`src/rtl/pll_drp_pkg.sv`:
```
// Shared types and default widths for the PLL/MMCM DRP initiator.
package pll_drp_pkg;

    localparam int unsigned DRP_ADDR_W         = 7;
    localparam int unsigned DRP_DATA_W         = 16;
    localparam int unsigned DRP_TIMEOUT_CYCLES = 64;

    typedef enum logic [1:0] {
        OP_RD   = 2'b00,
        OP_WR   = 2'b01,
        OP_RMW  = 2'b10,
        OP_RSVD = 2'b11
    } op_e;

    typedef enum logic [2:0] {
        ST_IDLE     = 3'd0,
        ST_RD_ISSUE = 3'd1,
        ST_RD_WAIT  = 3'd2,
        ST_MODIFY   = 3'd3,
        ST_WR_ISSUE = 3'd4,
        ST_WR_WAIT  = 3'd5,
        ST_RESP     = 3'd6
    } state_e;

endpackage

```
`src/rtl/drp_timeout_ctr.sv`:
```
// DRDY wait-budget counter: cleared before each wait, counts enabled cycles,
// flags the cycle in which the TIMEOUT_CYCLES-th enabled cycle elapses.
module drp_timeout_ctr #(
    parameter int unsigned TIMEOUT_CYCLES = 64
) (
    input  logic clk,
    input  logic rst,
    input  logic clear,
    input  logic enable,
    output logic expired
);

    localparam int unsigned CNT_W = $clog2(TIMEOUT_CYCLES + 1);

    logic [CNT_W-1:0] cnt_q;
    logic [CNT_W-1:0] cnt_d;

    always_comb begin
        cnt_d = cnt_q;
        if (clear) begin
            cnt_d = '0;
        end else if (enable && (cnt_q < CNT_W'(TIMEOUT_CYCLES))) begin
            cnt_d = cnt_q + CNT_W'(1);
        end
    end

    always_ff @(posedge clk) begin
        if (rst) begin
            cnt_q <= '0;
        end else begin
            cnt_q <= cnt_d;
        end
    end

    // Fires while the last allowed empty wait cycle is in progress.
    assign expired = enable && (cnt_q >= CNT_W'(TIMEOUT_CYCLES - 1));

endmodule

```
`src/rtl/pll_drp_master.sv`:
```
// DRP initiator for PLL/MMCM wrappers: read, write and read-modify-write commands.
// Optional macro PLL_DRP_LOCK_GATE_EN adds LOCKED gating and an rst_pll hold output.
module pll_drp_master
    import pll_drp_pkg::*;
#(
    parameter int unsigned ADDR_W         = DRP_ADDR_W,
    parameter int unsigned DATA_W         = DRP_DATA_W,
    parameter int unsigned TIMEOUT_CYCLES = DRP_TIMEOUT_CYCLES
) (
    input  logic              DCLK,
    input  logic              RST,
`ifdef PLL_DRP_LOCK_GATE_EN
    input  logic              LOCKED,
    output logic              rst_pll,
`endif
    input  logic              cmd_valid,
    output logic              cmd_ready,
    input  logic [1:0]        cmd_op,
    input  logic [ADDR_W-1:0] cmd_addr,
    input  logic [DATA_W-1:0] cmd_wdata,
    input  logic [DATA_W-1:0] cmd_mask,
    output logic              resp_valid,
    input  logic              resp_ready,
    output logic [DATA_W-1:0] resp_rdata,
    output logic              resp_err,
    output logic              busy,
    output logic [ADDR_W-1:0] DADDR,
    output logic              DEN,
    output logic [DATA_W-1:0] DI,
    output logic              DWE,
    input  logic [DATA_W-1:0] DO,
    input  logic              DRDY
);

    state_e              state_q, state_d;
    op_e                 op_q, op_d;
    logic [ADDR_W-1:0]   addr_q, addr_d;
    logic [DATA_W-1:0]   wdata_q, wdata_d;
    logic [DATA_W-1:0]   mask_q, mask_d;
    logic [DATA_W-1:0]   rdata_q, rdata_d;
    logic                err_q, err_d;
    logic                cmd_ready_q, cmd_ready_d;
    logic                resp_valid_q, resp_valid_d;
    logic                busy_q, busy_d;
    logic [ADDR_W-1:0]   daddr_q, daddr_d;
    logic [DATA_W-1:0]   di_q, di_d;
    logic                den_q, den_d;
    logic                dwe_q, dwe_d;
    logic                drdy_prev_q, drdy_prev_d;
`ifdef PLL_DRP_LOCK_GATE_EN
    logic                rst_pll_q, rst_pll_d;
`endif

    logic cmd_fire_c;
    logic resp_fire_c;
    logic drdy_ok_c;
    logic in_wait_c;
    logic tmo_clear_c;
    logic tmo_expired_c;

    assign cmd_fire_c  = cmd_valid && cmd_ready_q;
    assign resp_fire_c = (state_q == ST_RESP) && resp_ready;
    // A DRDY held high across cycles is credited only on its rising edge.
    assign drdy_ok_c   = DRDY && !drdy_prev_q;
    assign in_wait_c   = (state_q == ST_RD_WAIT) || (state_q == ST_WR_WAIT);
    assign tmo_clear_c = (state_q == ST_RD_ISSUE) || (state_q == ST_WR_ISSUE);

    drp_timeout_ctr #(
        .TIMEOUT_CYCLES(TIMEOUT_CYCLES)
    ) u_timeout (
        .clk    (DCLK),
        .rst    (RST),
        .clear  (tmo_clear_c),
        .enable (in_wait_c && !drdy_ok_c),
        .expired(tmo_expired_c)
    );

    // Next-state, datapath and registered-output computation.
    always_comb begin
        state_d     = state_q;
        op_d        = op_q;
        addr_d      = addr_q;
        wdata_d     = wdata_q;
        mask_d      = mask_q;
        rdata_d     = rdata_q;
        err_d       = err_q;
        drdy_prev_d = DRDY;

        case (state_q)
            ST_IDLE: begin
                if (cmd_fire_c) begin
                    op_d    = op_e'(cmd_op);
                    addr_d  = cmd_addr;
                    wdata_d = cmd_wdata;
                    mask_d  = cmd_mask;
                    rdata_d = '0;
                    err_d   = 1'b0;
                    case (op_e'(cmd_op))
                        OP_RD, OP_RMW: state_d = ST_RD_ISSUE;
                        OP_WR:         state_d = ST_WR_ISSUE;
                        default: begin
                            state_d = ST_RESP;
                            err_d   = 1'b1;
                        end
                    endcase
                end
            end
            ST_RD_ISSUE: state_d = ST_RD_WAIT;
            ST_RD_WAIT: begin
                if (drdy_ok_c) begin
                    rdata_d = DO;
                    state_d = (op_q == OP_RMW) ? ST_MODIFY : ST_RESP;
                end else if (tmo_expired_c) begin
                    rdata_d = '0;
                    err_d   = 1'b1;
                    state_d = ST_RESP;
                end
            end
            ST_MODIFY: begin
                wdata_d = (rdata_q & mask_q) | (wdata_q & ~mask_q);
                state_d = ST_WR_ISSUE;
            end
            ST_WR_ISSUE: state_d = ST_WR_WAIT;
            ST_WR_WAIT: begin
                if (drdy_ok_c) begin
                    state_d = ST_RESP;
                end else if (tmo_expired_c) begin
                    rdata_d = '0;
                    err_d   = 1'b1;
                    state_d = ST_RESP;
                end
            end
            ST_RESP: begin
                if (resp_ready) begin
                    state_d = ST_IDLE;
                end
            end
            default: state_d = ST_IDLE;
        endcase

        // DRP pins are registered from the state being entered, so DEN
        // lines up with the ISSUE cycle and lasts exactly one cycle.
        den_d        = (state_d == ST_RD_ISSUE) || (state_d == ST_WR_ISSUE);
        dwe_d        = (state_d == ST_WR_ISSUE);
        daddr_d      = den_d ? addr_d : daddr_q;
        di_d         = dwe_d ? wdata_d : di_q;
        resp_valid_d = (state_d == ST_RESP);
        busy_d       = (state_d != ST_IDLE);
`ifdef PLL_DRP_LOCK_GATE_EN
        cmd_ready_d  = (state_d == ST_IDLE) && LOCKED;
        rst_pll_d    = rst_pll_q;
        if (cmd_fire_c && ((op_e'(cmd_op) == OP_WR) || (op_e'(cmd_op) == OP_RMW))) begin
            rst_pll_d = 1'b1;
        end else if (resp_fire_c) begin
            rst_pll_d = 1'b0;
        end
`else
        cmd_ready_d  = (state_d == ST_IDLE);
`endif
    end

    always_ff @(posedge DCLK) begin
        if (RST) begin
            state_q      <= ST_IDLE;
            op_q         <= OP_RD;
            addr_q       <= '0;
            wdata_q      <= '0;
            mask_q       <= '0;
            rdata_q      <= '0;
            err_q        <= 1'b0;
            cmd_ready_q  <= 1'b1;
            resp_valid_q <= 1'b0;
            busy_q       <= 1'b0;
            daddr_q      <= '0;
            di_q         <= '0;
            den_q        <= 1'b0;
            dwe_q        <= 1'b0;
            drdy_prev_q  <= 1'b0;
`ifdef PLL_DRP_LOCK_GATE_EN
            rst_pll_q    <= 1'b0;
`endif
        end else begin
            state_q      <= state_d;
            op_q         <= op_d;
            addr_q       <= addr_d;
            wdata_q      <= wdata_d;
            mask_q       <= mask_d;
            rdata_q      <= rdata_d;
            err_q        <= err_d;
            cmd_ready_q  <= cmd_ready_d;
            resp_valid_q <= resp_valid_d;
            busy_q       <= busy_d;
            daddr_q      <= daddr_d;
            di_q         <= di_d;
            den_q        <= den_d;
            dwe_q        <= dwe_d;
            drdy_prev_q  <= drdy_prev_d;
`ifdef PLL_DRP_LOCK_GATE_EN
            rst_pll_q    <= rst_pll_d;
`endif
        end
    end

    assign cmd_ready  = cmd_ready_q;
    assign resp_valid = resp_valid_q;
    assign resp_rdata = rdata_q;
    assign resp_err   = err_q;
    assign busy       = busy_q;
    assign DADDR      = daddr_q;
    assign DI         = di_q;
    assign DEN        = den_q;
    assign DWE        = dwe_q;
`ifdef PLL_DRP_LOCK_GATE_EN
    assign rst_pll    = rst_pll_q;
`endif

endmodule

```
`config.mk`:
```
export PLATFORM = sky130hd
export DESIGN_NAME = pll_drp_master
export DESIGN_NICKNAME = d
export VERILOG_FILES = /design/src/rtl/pll_drp_pkg.sv /design/src/rtl/drp_timeout_ctr.sv /design/src/rtl/pll_drp_master.sv
export SDC_FILE = /design/constraint.sdc
export NUM_CORES = 1
export LEC_CHECK = 0
export CAP_MARGIN = 5
export CORE_UTILIZATION = 51
export CTS_CLUSTER_DIAMETER = 40
export DETAILED_ROUTE_END_ITERATION = 12
export PLACE_DENSITY_LB_ADDON = 0.08
export SLEW_MARGIN = 5
export SYNTH_ARGS = -nofsm -noshare
export SYNTH_HDL_FRONTEND = slang
export SYNTH_SLANG_ARGS = --single-unit
```
`constraint.sdc`:
```
create_clock -name DCLK -period 3.9 [get_ports DCLK]
set_input_delay 0.78 -clock DCLK [delete_from_list [all_inputs] [get_ports DCLK]]
set_output_delay 0.78 -clock DCLK [all_outputs]
set_load 0.005 [all_outputs]
```
==> results.md <==
* Die Width at 89.10 µm
* Placer Congestion at approximately 0.76
* Remaining global-route overflow at 0
* Clock power frac at 0.220
* Switching Share at 0.3448
* Max transition margin at 0.6454
* CP max stage delay at 0.66 ns
* Vias in the first global route at 3,215
* Crit path launch type: input pin
* Root Buffer: clkbuf_8
* Switching pwr at approximately 1100 µW
* Final setup vio count at 0
* NumNets Final at 580
* Gr usage total at 0.2441
* Initial Utilization at 0.5305
* Synth Cell Area at 3869 µm²
* Ant diodes at 0
* Clock-pin slew on the worst setup and hold paths at approximately 0.090 ns
* FF+latch count, synth at 97
* Yosys cell types at 41
* Share of post-route cells with drive strength above 1 at 0.1034
* Initial antenna violation count at 0
* Max-slew violations at 0
* Placed cell areas at around 5000 µm²
* Fraction of registers with async set/reset at 0
* H-Tree Depth at 3
* Setup repair after global routing missed its margin: false
* Leak at approximately 0.0019 µW
* Sequential fraction of the synthesis area at 0.5019
* Crit path DAT at 2.95 ns
* Die area at roughly 8000 µm²
* Worst Setup End Kind: flip-flop
* Worst vdd ir at roughly 340 µV
* IO buf count at 106
* # hold bufs at CTS at 0
* First drt pass iteration count at 4
* Worst Hold Launch: addr_q[4]
* Hold Path End: addr_q[4]
* Commonest non-fill, non-tap cell in the layout: clkdlybuf4s50_1
* Die Span Y at 89.10 µm
* Largest net degree at the start of global routing at 42
* Clock sink count at 97
* Peak Freq at 0.3706 GHz
* Vias per Instance at 5.449
* Sequential share of power at 0.410
* CTS buffer count at 9
* Pwr dens at 625.5 nW/µm²
* Crit Path Category: input pin to flip-flop
* Setup_tns at 0 ns
* Most used cells in the layout excluding fill and tap cells: clkdlybuf4s50_1, dfxtp_1, nand2_1
* Clock latency on the worst-skew pair at 0.36 ns
* Status: completed
* Worst-margin pin slew at 0.5299 ns
* Post-synth EDFFs at 0
* Clock buffer depth at 2
* Post-CTS setup buffers at 0
* Int Power at between 2000 and 2500 µW
* Syn nets at between 400 and 500
* Reg2reg end: DADDR[2]
* Worst-path fanout max at 28
* Residual DRC count at 0
* Worst path slowest cell: or4_1
* Wire length per cell at between 10 and 15 µm
* CTS tree: yes
* DRT antenna net count at 0
* Core ar. at between 7000 and 8000 µm²
* Worst EP required at 4.15 ns
* Reg2reg setup slack at around 1.5 ns
* DRT Wirelength at roughly 9300 µm
* Final period util at 0.6920
* R2R cell count at 4
* Cell area after layout at around 5200 µm²
* Resize count post-CTS at 0
* Final HPWL DP at 6454 µm
* Max Cap Viol at 0
* First-pass GRT wire length at 14,850 µm
* Hold Crit Depth at 2
* Cells after synthesis at 420
* Final Hold Violating Endpoints at 0
* DR vias at 3,384
* Syn Area/Cell at between 9 and 10 µm²
* Cells along the critical path: clkdlybuf4s50_1 > nand2_1 > or4_1 > buf_4 > nand3_1 > a21oi_1 > mux2_2
* Reg-to-Reg Start: state_q[2]
* Total of warnings raised by yosys at 0
* Min cycle time layout at 2.699 ns
* 1st-iter DRT viols at 149
* Layout area overhead at 34.93%
* IO Pins at between 100 and 150
* Setup Skew at 0.008907 ns
* Most common flop cell mapped by yosys: dfxtp_1
* Min-delay worst type: flip-flop to flip-flop
* Combinational power share at 0.370
* Num rows at 31
==> per-stage QoR <==
step | cells | power (µW) | worst slack, ns | util | hold slack, ns
global route | 621 | 3452 | 1.113 | 0.7159 | 0.4920
detailed placement | 605 | 2571 | 0.8519 | 0.6855 | 0.4521
finish | 621 | 3265 | 1.201 | 0.7159 | 0.4627
global placement | 605 | 2536 | 0.8691 | 0.6855 | 0.4456
CTS | 621 | 3280 | 1.232 | 0.7159 | 0.4646
floorplan | 420 | 2125 | 1.583 | - | 0.4320
==> per-layer routing <==
metal | track usage | up-vias | share of wire
met5 | 0 | - | 0
met4 | 0.09524 | 0 | 0.019
met3 | 0.05448 | 12 | 0.058
met2 | 0.4157 | 91 | 0.49
met1 | 0.3014 | 1617 | 0.44
li1 | - | 1664 | -
==> power by group through the flow <==
stage / clock network [µW] / registers (µW) / logic (µW)
global route: 769 / 1360 / 1320
floorplan: 0 / 1300 / 823
global placement: 0 / 1350 / 1180
detailed placement: 0 / 1360 / 1210
CTS: 727 / 1340 / 1220
finish: 719 / 1340 / 1210
==> sequential cells by signal, indices dropped and copies added (netlist names) <==
name and cells:
busy 1, DWE 1, resp_err 1, wdata_q 16, op_q 2, mask_q 16
state_q 3, addr_q 7, resp_valid 1, u_timeout.cnt_q 7, DEN 1, DADDR 7
cmd_ready 1, drdy_prev_q 1, resp_rdata 16, DI 16
==> cells by family after synthesis <==
group,count (synthesis),share of synthesized area
simple gates,162,0.2005
compound gates,97,0.1746
flops,97,0.5019
buf+inv,33,0.03654
mux,24,0.06953
xor+xnor,6,0.01358
fa+ha+maj,1,0.003234
==> area by class of cell <==
| cell class | instances | area [µm²] |
|---|---|---|
| inverter | 4 | 15.01 |
| clock buffer | 12 | 145.1 |
| clock inverter | 4 | 76.32 |
| tap | 99 | 123.9 |
| fill | 610 | 2072 |
| sequential | 97 | 1942 |
| multi-input combinational | 290 | 1794 |
| timing repair buffer | 115 | 1124 |
==> synth_stat cells, drive strengths merged (6+ instances only) <==
cell type / count / share of area
nand3: 17 / 0.025
mux2: 23 / 0.067
dfxtp: 97 / 0.50
nor2b: 27 / 0.044
a32oi: 17 / 0.043
a22oi: 17 / 0.033
buf: 10 / 0.014
nand4: 6 / 0.0097
clkbuf: 19 / 0.018
nand2: 69 / 0.067
a21oi: 47 / 0.061
nor2: 31 / 0.030
==> critical path, delay by kind of cell <==
| family | cells | cell delay, ns |
|---|---|---|
| mux | 1 | 0.28 |
| buf+inv | 2 | 0.86 |
| simple gates | 3 | 0.92 |
| compound gates | 1 | 0.08 |
==> how the worst max path moves through the flow <==
stage / startpoint / to / slack, ns / cells after the start
floorplan: DRDY / DADDR[0] / 1.58 / 5
global placement: DRDY / DADDR[2] / 0.87 / 6
detailed placement: cmd_valid / DI[4] / 0.85 / 7
CTS: cmd_valid / DI[4] / 1.23 / 7
global route: cmd_valid / DI[7] / 1.11 / 7
finish: cmd_valid / DI[4] / 1.20 / 7
Note: power is estimated with default switching activity, not from simulation.
